## config.mk

```make
export PLATFORM = sky130hd
export DESIGN_NAME = cover_toggle_detect
export DESIGN_NICKNAME = d
export VERILOG_FILES = /design/src/rtl/cover_pkg.sv /design/src/rtl/cover_popcount.sv /design/src/rtl/cover_toggle_detect.sv
export SDC_FILE = /design/constraint.sdc
export NUM_CORES = 1
export LEC_CHECK = 0
export BUFFER_PORTS_ARGS = -buffer_cell sky130_fd_sc_hd__buf_2
export CAP_MARGIN = 5
export CORE_ASPECT_RATIO = 0.5
export CORE_MARGIN = 3
export CORE_UTILIZATION = 49
export DETAILED_ROUTE_END_ITERATION = 16
export PLACE_DENSITY = 0.73
export SYNTH_ARGS = -nofsm -noshare
export SYNTH_HDL_FRONTEND = slang
export SYNTH_SLANG_ARGS = --single-unit
```

## constraint.sdc

```tcl
create_clock -name clock -period 5.53 [get_ports clock]
set_input_delay 0.8295 -clock clock [delete_from_list [all_inputs] [get_ports clock]]
set_output_delay 0.8295 -clock clock [all_outputs]
set_load 0.01 [all_outputs]
```

## src/rtl/cover_pkg.sv

```systemverilog
// Shared constants and helpers for the toggle-coverage detector and its reporter.
package cover_pkg;

    localparam int COVER_WIDTH = 27;

    // Bits needed to hold a count from 0 up to w inclusive.
    function automatic int cnt_width(input int w);
        int r;
        r = 0;
        for (int i = 0; i < 32; i++) begin
            if ((64'd1 << i) < (64'(w) + 64'd1)) begin
                r = i + 1;
            end else begin
                r = r;
            end
        end
        return r;
    endfunction

endpackage

```

## src/rtl/cover_popcount.sv

```systemverilog
// Combinational population count built as a recursive binary adder tree.
module cover_popcount
    import cover_pkg::*;
#(
    parameter int  WIDTH = COVER_WIDTH,
    localparam int CW    = cnt_width(WIDTH)
) (
    input  logic [WIDTH-1:0] bits,
    output logic [CW-1:0]    count
);

    generate
        if (WIDTH == 1) begin : g_leaf
            assign count = bits;
        end else begin : g_split
            localparam int LO  = WIDTH / 2;
            localparam int HI  = WIDTH - LO;
            localparam int LCW = cnt_width(LO);
            localparam int HCW = cnt_width(HI);

            logic [LCW-1:0] lo_cnt_s;
            logic [HCW-1:0] hi_cnt_s;

            cover_popcount #(.WIDTH(LO)) u_lo (
                .bits  (bits[LO-1:0]),
                .count (lo_cnt_s)
            );

            cover_popcount #(.WIDTH(HI)) u_hi (
                .bits  (bits[WIDTH-1:LO]),
                .count (hi_cnt_s)
            );

            assign count = CW'(lo_cnt_s) + CW'(hi_cnt_s);
        end
    endgenerate

endmodule

```

## src/rtl/cover_toggle_detect.sv

```systemverilog
// Per-bit toggle detector producing event pulses, a sticky coverage mask and its count.
module cover_toggle_detect
    import cover_pkg::*;
#(
    parameter int  WIDTH = COVER_WIDTH,
    parameter bit  ONCE  = 1'b1,
    localparam int CW    = cnt_width(WIDTH)
) (
    input  logic             clock,
    input  logic             reset,
    input  logic             en,
    input  logic [WIDTH-1:0] sig,
    input  logic             clr,
    output logic [WIDTH-1:0] valid,
    output logic [WIDTH-1:0] covered,
    output logic [CW-1:0]    cov_count,
    output logic             all_covered
);

    logic [WIDTH-1:0] prev_r;
    logic             armed_r;
    logic [WIDTH-1:0] toggle_s;
    logic [WIDTH-1:0] mask_s;
    logic [WIDTH-1:0] covered_nxt_s;
    logic [CW-1:0]    count_nxt_s;

    // Toggle detection, report suppression mask and next coverage mask.
    always_comb begin
        toggle_s      = '0;
        mask_s        = '0;
        covered_nxt_s = covered;
        if (armed_r && en) begin
            toggle_s = sig ^ prev_r;
        end else begin
            toggle_s = '0;
        end
        // A clr cycle reports against an empty mask so simultaneous toggles are not lost.
        if (ONCE && !clr) begin
            mask_s = covered;
        end else begin
            mask_s = '0;
        end
        if (clr) begin
            covered_nxt_s = toggle_s;
        end else begin
            covered_nxt_s = covered | toggle_s;
        end
    end

    cover_popcount #(.WIDTH(WIDTH)) u_popcount (
        .bits  (covered_nxt_s),
        .count (count_nxt_s)
    );

    // Sample history, arming, and all registered outputs.
    always_ff @(posedge clock) begin
        if (reset) begin
            prev_r      <= '0;
            armed_r     <= 1'b0;
            valid       <= '0;
            covered     <= '0;
            cov_count   <= '0;
            all_covered <= 1'b0;
        end else begin
            if (en) begin
                prev_r <= sig;
            end else begin
                prev_r <= prev_r;
            end
            armed_r     <= en;
            valid       <= toggle_s & ~mask_s;
            covered     <= covered_nxt_s;
            cov_count   <= count_nxt_s;
            all_covered <= (count_nxt_s == CW'(WIDTH));
        end
    end

endmodule

```

==> results of run 1 <==
==> cell usage after synthesis, drive strengths merged <==
| master | instances | share of area |
|---|---|---|
| a211oi | 1 | 0.0031 |
| and2 | 1 | 0.0016 |
| nor2b | 47 | 0.076 |
| o2111ai | 1 | 0.0022 |
| o21bai | 18 | 0.053 |
| a21boi | 2 | 0.0038 |
| xor2 | 9 | 0.020 |
| nor3b | 9 | 0.027 |
| nand2 | 2 | 0.0031 |
| xnor2 | 19 | 0.042 |
| and3 | 1 | 0.0016 |
| mux2i | 27 | 0.068 |
| nor3 | 21 | 0.026 |
| nand4 | 1 | 0.0016 |
| nor2 | 39 | 0.037 |
| inv | 13 | 0.012 |
| fa | 19 | 0.095 |
| nand3b | 1 | 0.0019 |
| and3b | 1 | 0.0022 |
| clkbuf | 3 | 0.0028 |
| dfxtp | 88 | 0.44 |
| a21o | 1 | 0.0019 |
| a21oi | 11 | 0.022 |
| nand3 | 1 | 0.0013 |
| ha | 8 | 0.025 |
| buf | 13 | 0.027 |
| nor4bb | 1 | 0.0025 |
==> metal layers <==
layer | up-vias | share of wire | GRT usage
met4 | 0 | 0.014 | 0.0559
met2 | 69 | 0.46 | 0.313
li1 | 1401 | - | -
met1 | 1312 | 0.48 | 0.263
met3 | 11 | 0.048 | 0.0659
met5 | - | 0 | 0
==> logic make-up after synthesis <==
kind of cell / after synthesis / synth area share
buf+inv: 29 / 0.0417
simple gates: 125 / 0.181
xor+xnor: 28 / 0.0615
mux: 27 / 0.0677
fa+ha+maj: 27 / 0.120
flops: 88 / 0.442
compound gates: 34 / 0.0859
==> critical path, cell delays in order <==
cell and delay (ns):
buf_4 0.14, buf_4 0.17, nor2b_2 0.15, a21oi_2 0.06
fa_1 0.54, inv_1 0.07, fa_1 0.46, fa_1 0.51
fa_1 0.43, fa_1 0.53, inv_1 0.07, fa_1 0.49
fa_2 0.19, inv_1 0.05, fa_2 0.55, nor4bb_4 0.19
nand4_1 0.13, a211oi_2 0.18
==> sequential cells by signal, indices dropped and copies added, names as in the netlist <==
register     count
armed_r          1
cov_count        5
valid           27
covered         27
prev_r          27
all_covered      1
==> how the worst max path moves through the flow <==
stage          startpoint           to  slack (ns)  depth (start not counted)
3_5_place_dp          clr  all_covered       -0.38                         17
2_1_floorplan          en  all_covered       0.003                         18
3_3_place_gp          clr  all_covered       -0.32                         17
4_1_cts           sig[19]  all_covered        0.01                         18
6_report              clr  all_covered        0.04                         18
5_1_grt           sig[19]  all_covered       -0.12                         18
==> power groups by stage <==
stage | Clock (mW) | Combinational (mW) | Sequential [mW]
after CTS | 0.639 | 0.372 | 0.681
after global placement | 0 | 0.342 | 0.694
after floorplan | 0 | 0.225 | 0.702
after global routing | 0.664 | 0.435 | 0.685
after detailed placement | 0 | 0.348 | 0.694
final | 0.627 | 0.389 | 0.681
==> area by class of cell <==
cell class,count,area (um^2),area share
clock buffer,12,267,0.0520
clock inverter,4,51.3,0.0100
inverter,13,48.8,0.00952
multi-input combinational,241,2180,0.426
sequential,88,1760,0.344
tap,108,135,0.0264
timing repair buffer,118,676,0.132
==> stage by stage <==
step / power [mW] / utilization / instance area, um^2 / cells
4_1_cts: 1.69 / 0.669 / 5080 / 584
6_report: 1.70 / 0.674 / 5120 / 584
2_1_floorplan: 0.927 / - / 4070 / 358
3_3_place_gp: 1.04 / 0.624 / 4740 / 568
3_5_place_dp: 1.04 / 0.624 / 4740 / 568
5_1_grt: 1.78 / 0.674 / 5120 / 584
==> timing repair <==
| item | in CTS | in global routing |
|---|---|---|
| gates resized for setup | 7 | 6 |
| pin swaps | 3 | 0 |
| setup endpoints to repair | 1 | 1 |
| hold buffers | 0 | 0 |
==> impl_metrics.env, run 1 <==
export IMPL_outcome="complete, no violations"
export IMPL_clockBufferDepth=2
export IMPL_holdWs_ns=0.515
export IMPL_cp_required_ns=5.79
export IMPL_final_cell_mix="89 x buf_2, 88 x dfxtp_1, 42 x nor2b_1"
export IMPL_synth_seq_cells=88
export IMPL_place_hpwl_um=6230
export IMPL_rsz0062_at_grt="true"
export IMPL_dp_slack_ns=-0.385
export IMPL_ant_nets=0
export IMPL_syn2layout_area_growth_pct=28.4
export IMPL_arrival_ns=5.75
export IMPL_rrSetupSlack_ns=0.28
export IMPL_hold_path_end="prev_r[1]"
export IMPL_die_area_um2=9330
export IMPL_nets=529
export IMPL_combPwrFrac=0.229
export IMPL_die_w_um=134
export IMPL_vias=2793
export IMPL_grt_pass1_vias=2919
export IMPL_gr_total_overflow=0
export IMPL_hold_viol=0
export IMPL_max_slew_margin=0.518
export IMPL_numCtsBuffers=9
export IMPL_p_int_mw=1.25
export IMPL_r2r_end="all_covered"
export IMPL_core_area_um2=7600
export IMPL_tightest_slew_ns=0.723
export IMPL_syn_instance_count=358
export IMPL_syn_nets=416
export IMPL_fill_cells=615
export IMPL_fin_skew_ns=0.00544
export IMPL_p_seq_frac=0.401
export IMPL_firstDrtPassIters=4
export IMPL_p_clk_frac=0.369
export IMPL_tns_ns=0
export IMPL_clk_latency_ns=0.34
export IMPL_die_h_um=69.8
export IMPL_avgSynthCellArea_um2=11.1
export IMPL_vdd_drop_max_mv=0.174
export IMPL_setup_viol=0
export IMPL_wl_per_cell_um=14.7
export IMPL_path_clk_slew_ns=0.06
export IMPL_antennaDiodeCount=0
export IMPL_clock_sinks=88
export IMPL_critPathMaxFanout=6
export IMPL_hold_depth=2
export IMPL_grt_pass1_wl_um=14500
export IMPL_vias_per_cell=4.78
export IMPL_cts_setup_buffers=0
export IMPL_place_gp_congestion=0.774
export IMPL_worstSetupStartpointType="primary input"
export IMPL_period_needed_ns=5.49
export IMPL_p_sw_uw=452
export IMPL_cp_end_kind="flop"
export IMPL_antenna_found_initial=0
export IMPL_wl_um=8570
export IMPL_drt_iter0_markers=144
export IMPL_start_util=0.525
export IMPL_drive_gt1_frac=0.380
export IMPL_p_sw_frac=0.266
export IMPL_layout_setup_ws_ns=0.0384
export IMPL_synth_seq_area_share=0.442
export IMPL_synth_cell_type_count=34
export IMPL_holdCritPathClass="reg -> reg"
export IMPL_grt_max_degree=62
export IMPL_netlist_area_um2=3990
export IMPL_h_tree_depth=3
export IMPL_grt_usage=0.199
export IMPL_rr_worst_depth=16
export IMPL_fin_crit_sh=0.993
export IMPL_hold_path_startpoint="prev_r[1]"
export IMPL_io_pins=91
export IMPL_drc=0
export IMPL_crit_type="in -> reg"
export IMPL_layout_commonest_cell="buf_2"
export IMPL_powerDensity_nw_per_um2=331
export IMPL_cts_root_buf="clkbuf_16"
export IMPL_row_count=22
export IMPL_leakage_nw=2.46
export IMPL_slew_violations=0
export IMPL_fmax_mhz=182
export IMPL_yosys_warnings=0
export IMPL_io_buffers=90
export IMPL_maxCapViolations=0
export IMPL_rr_startpoint="armed_r"
export IMPL_cts_tree="built"
(Power assumes the default switching activity.)
==> inputs of run 2 (changes only) <==
--- a/config.mk
+++ b/config.mk
@@ -9,9 +9,11 @@
 export CAP_MARGIN = 5
 export CORE_ASPECT_RATIO = 0.5
 export CORE_MARGIN = 3
-export CORE_UTILIZATION = 49
+export CORE_UTILIZATION = 50
+export CTS_BUF_LIST = sky130_fd_sc_hd__clkbuf_8
 export DETAILED_ROUTE_END_ITERATION = 16
-export PLACE_DENSITY = 0.73
+export PLACE_DENSITY = 0.75
+export SLEW_MARGIN = 15
 export SYNTH_ARGS = -nofsm -noshare
 export SYNTH_HDL_FRONTEND = slang
 export SYNTH_SLANG_ARGS = --single-unit
==> run 2 against run 1 <==
Against the previous run: clock skew up 0.0021 ns; flip-flop and latch count is the same; worst setup slack improved by 0.015 ns; utilization fell by 1.0 points; first-iteration DRC count down 26%; die area down 1.9%; design area shrank 2.2%; count of clock-buffer cells in the layout is 1 higher; critical path type unchanged; largest cell class unchanged.
==> impl_metrics.env, run 2 (synthesis results as in run 1) <==
export IMPL_outcome="complete, no violations"
export IMPL_max_slew_margin=0.534
export IMPL_start_util=0.529
export IMPL_cts_root_buf="clkbuf_8"
export IMPL_finish_utilization=0.664
export IMPL_fin_crit_sh=0.990
export IMPL_place_gp_congestion=0.769
export IMPL_cp_required_ns=5.82
export IMPL_period_needed_ns=5.48
export IMPL_place_hpwl_um=5920
export IMPL_firstDrtPassIters=4
export IMPL_crit_type="in -> reg"
export IMPL_drt_iter0_markers=107
export IMPL_die_area_um2=9150
export IMPL_rsz0062_at_grt="true"
export IMPL_antennaDiodeCount=0
export IMPL_placed_cell_area_um2=4720
export IMPL_h_tree_depth=3
export IMPL_grt_pass1_wl_um=13400
export IMPL_numCtsBuffers=9
export IMPL_holdCritPathClass="reg -> reg"
export IMPL_ctsHoldBuffers=0
export IMPL_row_count=22
export IMPL_drc=0
export IMPL_cp_end_kind="flop"
export IMPL_clk_latency_ns=0.36
export IMPL_grt_usage=0.187
export IMPL_fin_area_um2=5010
export IMPL_io_pins=91
export IMPL_setup_viol=0
export IMPL_slew_violations=0
export IMPL_fill_cells=638
export IMPL_path_clk_slew_ns=0.08
export IMPL_layout_commonest_cell="buf_2"
export IMPL_maxCapViolations=0
export IMPL_clockBufferDepth=2
export IMPL_leakage_nw=2.41
export IMPL_final_cell_mix="89 x buf_2, 88 x dfxtp_1, 40 x nor2b_1"
export IMPL_nets=526
export IMPL_clock_sinks=88
export IMPL_arrival_ns=5.77
export IMPL_tightest_slew_ns=0.697
export IMPL_core_area_um2=7540
export IMPL_hold_viol=0
export IMPL_syn2layout_area_growth_pct=25.6
export IMPL_drive_gt1_frac=0.381
export IMPL_die_h_um=69.2
export IMPL_wl_um=8220
export IMPL_io_buffers=90
export IMPL_vias=2805
export IMPL_fmax_mhz=183
export IMPL_largestRegisters="covered (27), prev_r (27), valid (27)"
export IMPL_critPathMaxFanout=2
export IMPL_powerDensity_nw_per_um2=305
export IMPL_worstSetupStartpointType="primary input"
export IMPL_die_w_um=132
export IMPL_ant_nets=0
export IMPL_fin_skew_ns=0.00749
export IMPL_wl_per_cell_um=14.1
export IMPL_antenna_found_initial=0
export IMPL_vdd_drop_max_mv=0.211
export IMPL_vias_per_cell=4.83
export IMPL_grt_pass1_vias=2776
export IMPL_cts_tree="built"
export IMPL_grt_max_degree=62
export IMPL_gr_total_overflow=0
-- run 2: cell count changes in the layout (fill, tap and decap cells not counted), sizes merged --
cell and change:
inv +1, buf -3, clkinv -1, clkinvlp -1, clkbuf +1
-- run 2: cell type report --
| cell class | instances | area, um^2 | area share |
|---|---|---|---|
| inverters | 13 | 48.8 | 0.00974 |
| clock inverters | 3 | 38.8 | 0.00774 |
| multi-input cells | 241 | 2190 | 0.438 |
| flip-flops and latches | 88 | 1760 | 0.352 |
| clock buffers | 13 | 179 | 0.0357 |
| well taps | 108 | 135 | 0.0270 |
| repair buffers | 115 | 653 | 0.130 |
-- run 2: path summary, 6_finish.rpt --
check / start / end / slack, ns / cells after the start
min: prev_r[12] / prev_r[12] / 0.52 / 2
max reg2reg: prev_r[19] / all_covered / 0.22 / 17
max: sig[19] / all_covered / 0.05 / 18
min reg2reg: prev_r[12] / prev_r[12] / 0.52 / 2
-- run 2: metrics by stage --
step	hold WS (ns)	power (mW)	worst slack [ns]	cells	setup TNS [ns]
2_1_floorplan	0.481	0.927	0.00279	358	0
3_3_place_gp	0.493	1.03	-0.321	565	-0.669
3_5_place_dp	0.505	1.04	-0.370	565	-0.873
4_1_cts	0.525	1.51	0.0304	581	0
5_1_grt	0.549	1.60	-0.0797	581	-0.0797
6_report	0.518	1.53	0.0533	581	0
-- run 2: critical path, stage by stage --
cell and delay, ns:
buf_2 0.13, xnor2_4 0.17, o21bai_4 0.10, fa_1 0.53, inv_1 0.05, fa_1 0.52
inv_1 0.05, fa_1 0.46, fa_1 0.50, fa_1 0.53, inv_1 0.07, fa_1 0.50
fa_2 0.19, inv_1 0.05, fa_2 0.54, nor2b_2 0.17, o2111ai_1 0.14, a211oi_2 0.22
-- run 2: metal layers --
metal / up-vias / wire length [um] / share of wire / track usage
met2: 57 / 3660 / 0.45 / 0.289
met4: 0 / 80 / 0.0097 / 0.0484
li1: 1396 / - / - / -
met5: - / 0 / 0 / 0
met1: 1345 / 4010 / 0.49 / 0.252
met3: 7 / 468 / 0.057 / 0.0641
-- run 2: what timing repair did --
item / in CTS / in global routing
pin swaps: 2 / 1
resized for setup: 0 / 17
setup endpoints to repair: 1 / 2
setup buffers: 0 / 0
-- run 2: report_power, final --
part           switching [mW]  internal [mW]
Sequential             0.0146          0.665
Clock                   0.217          0.256
Combinational           0.191          0.184
Total                   0.423           1.10
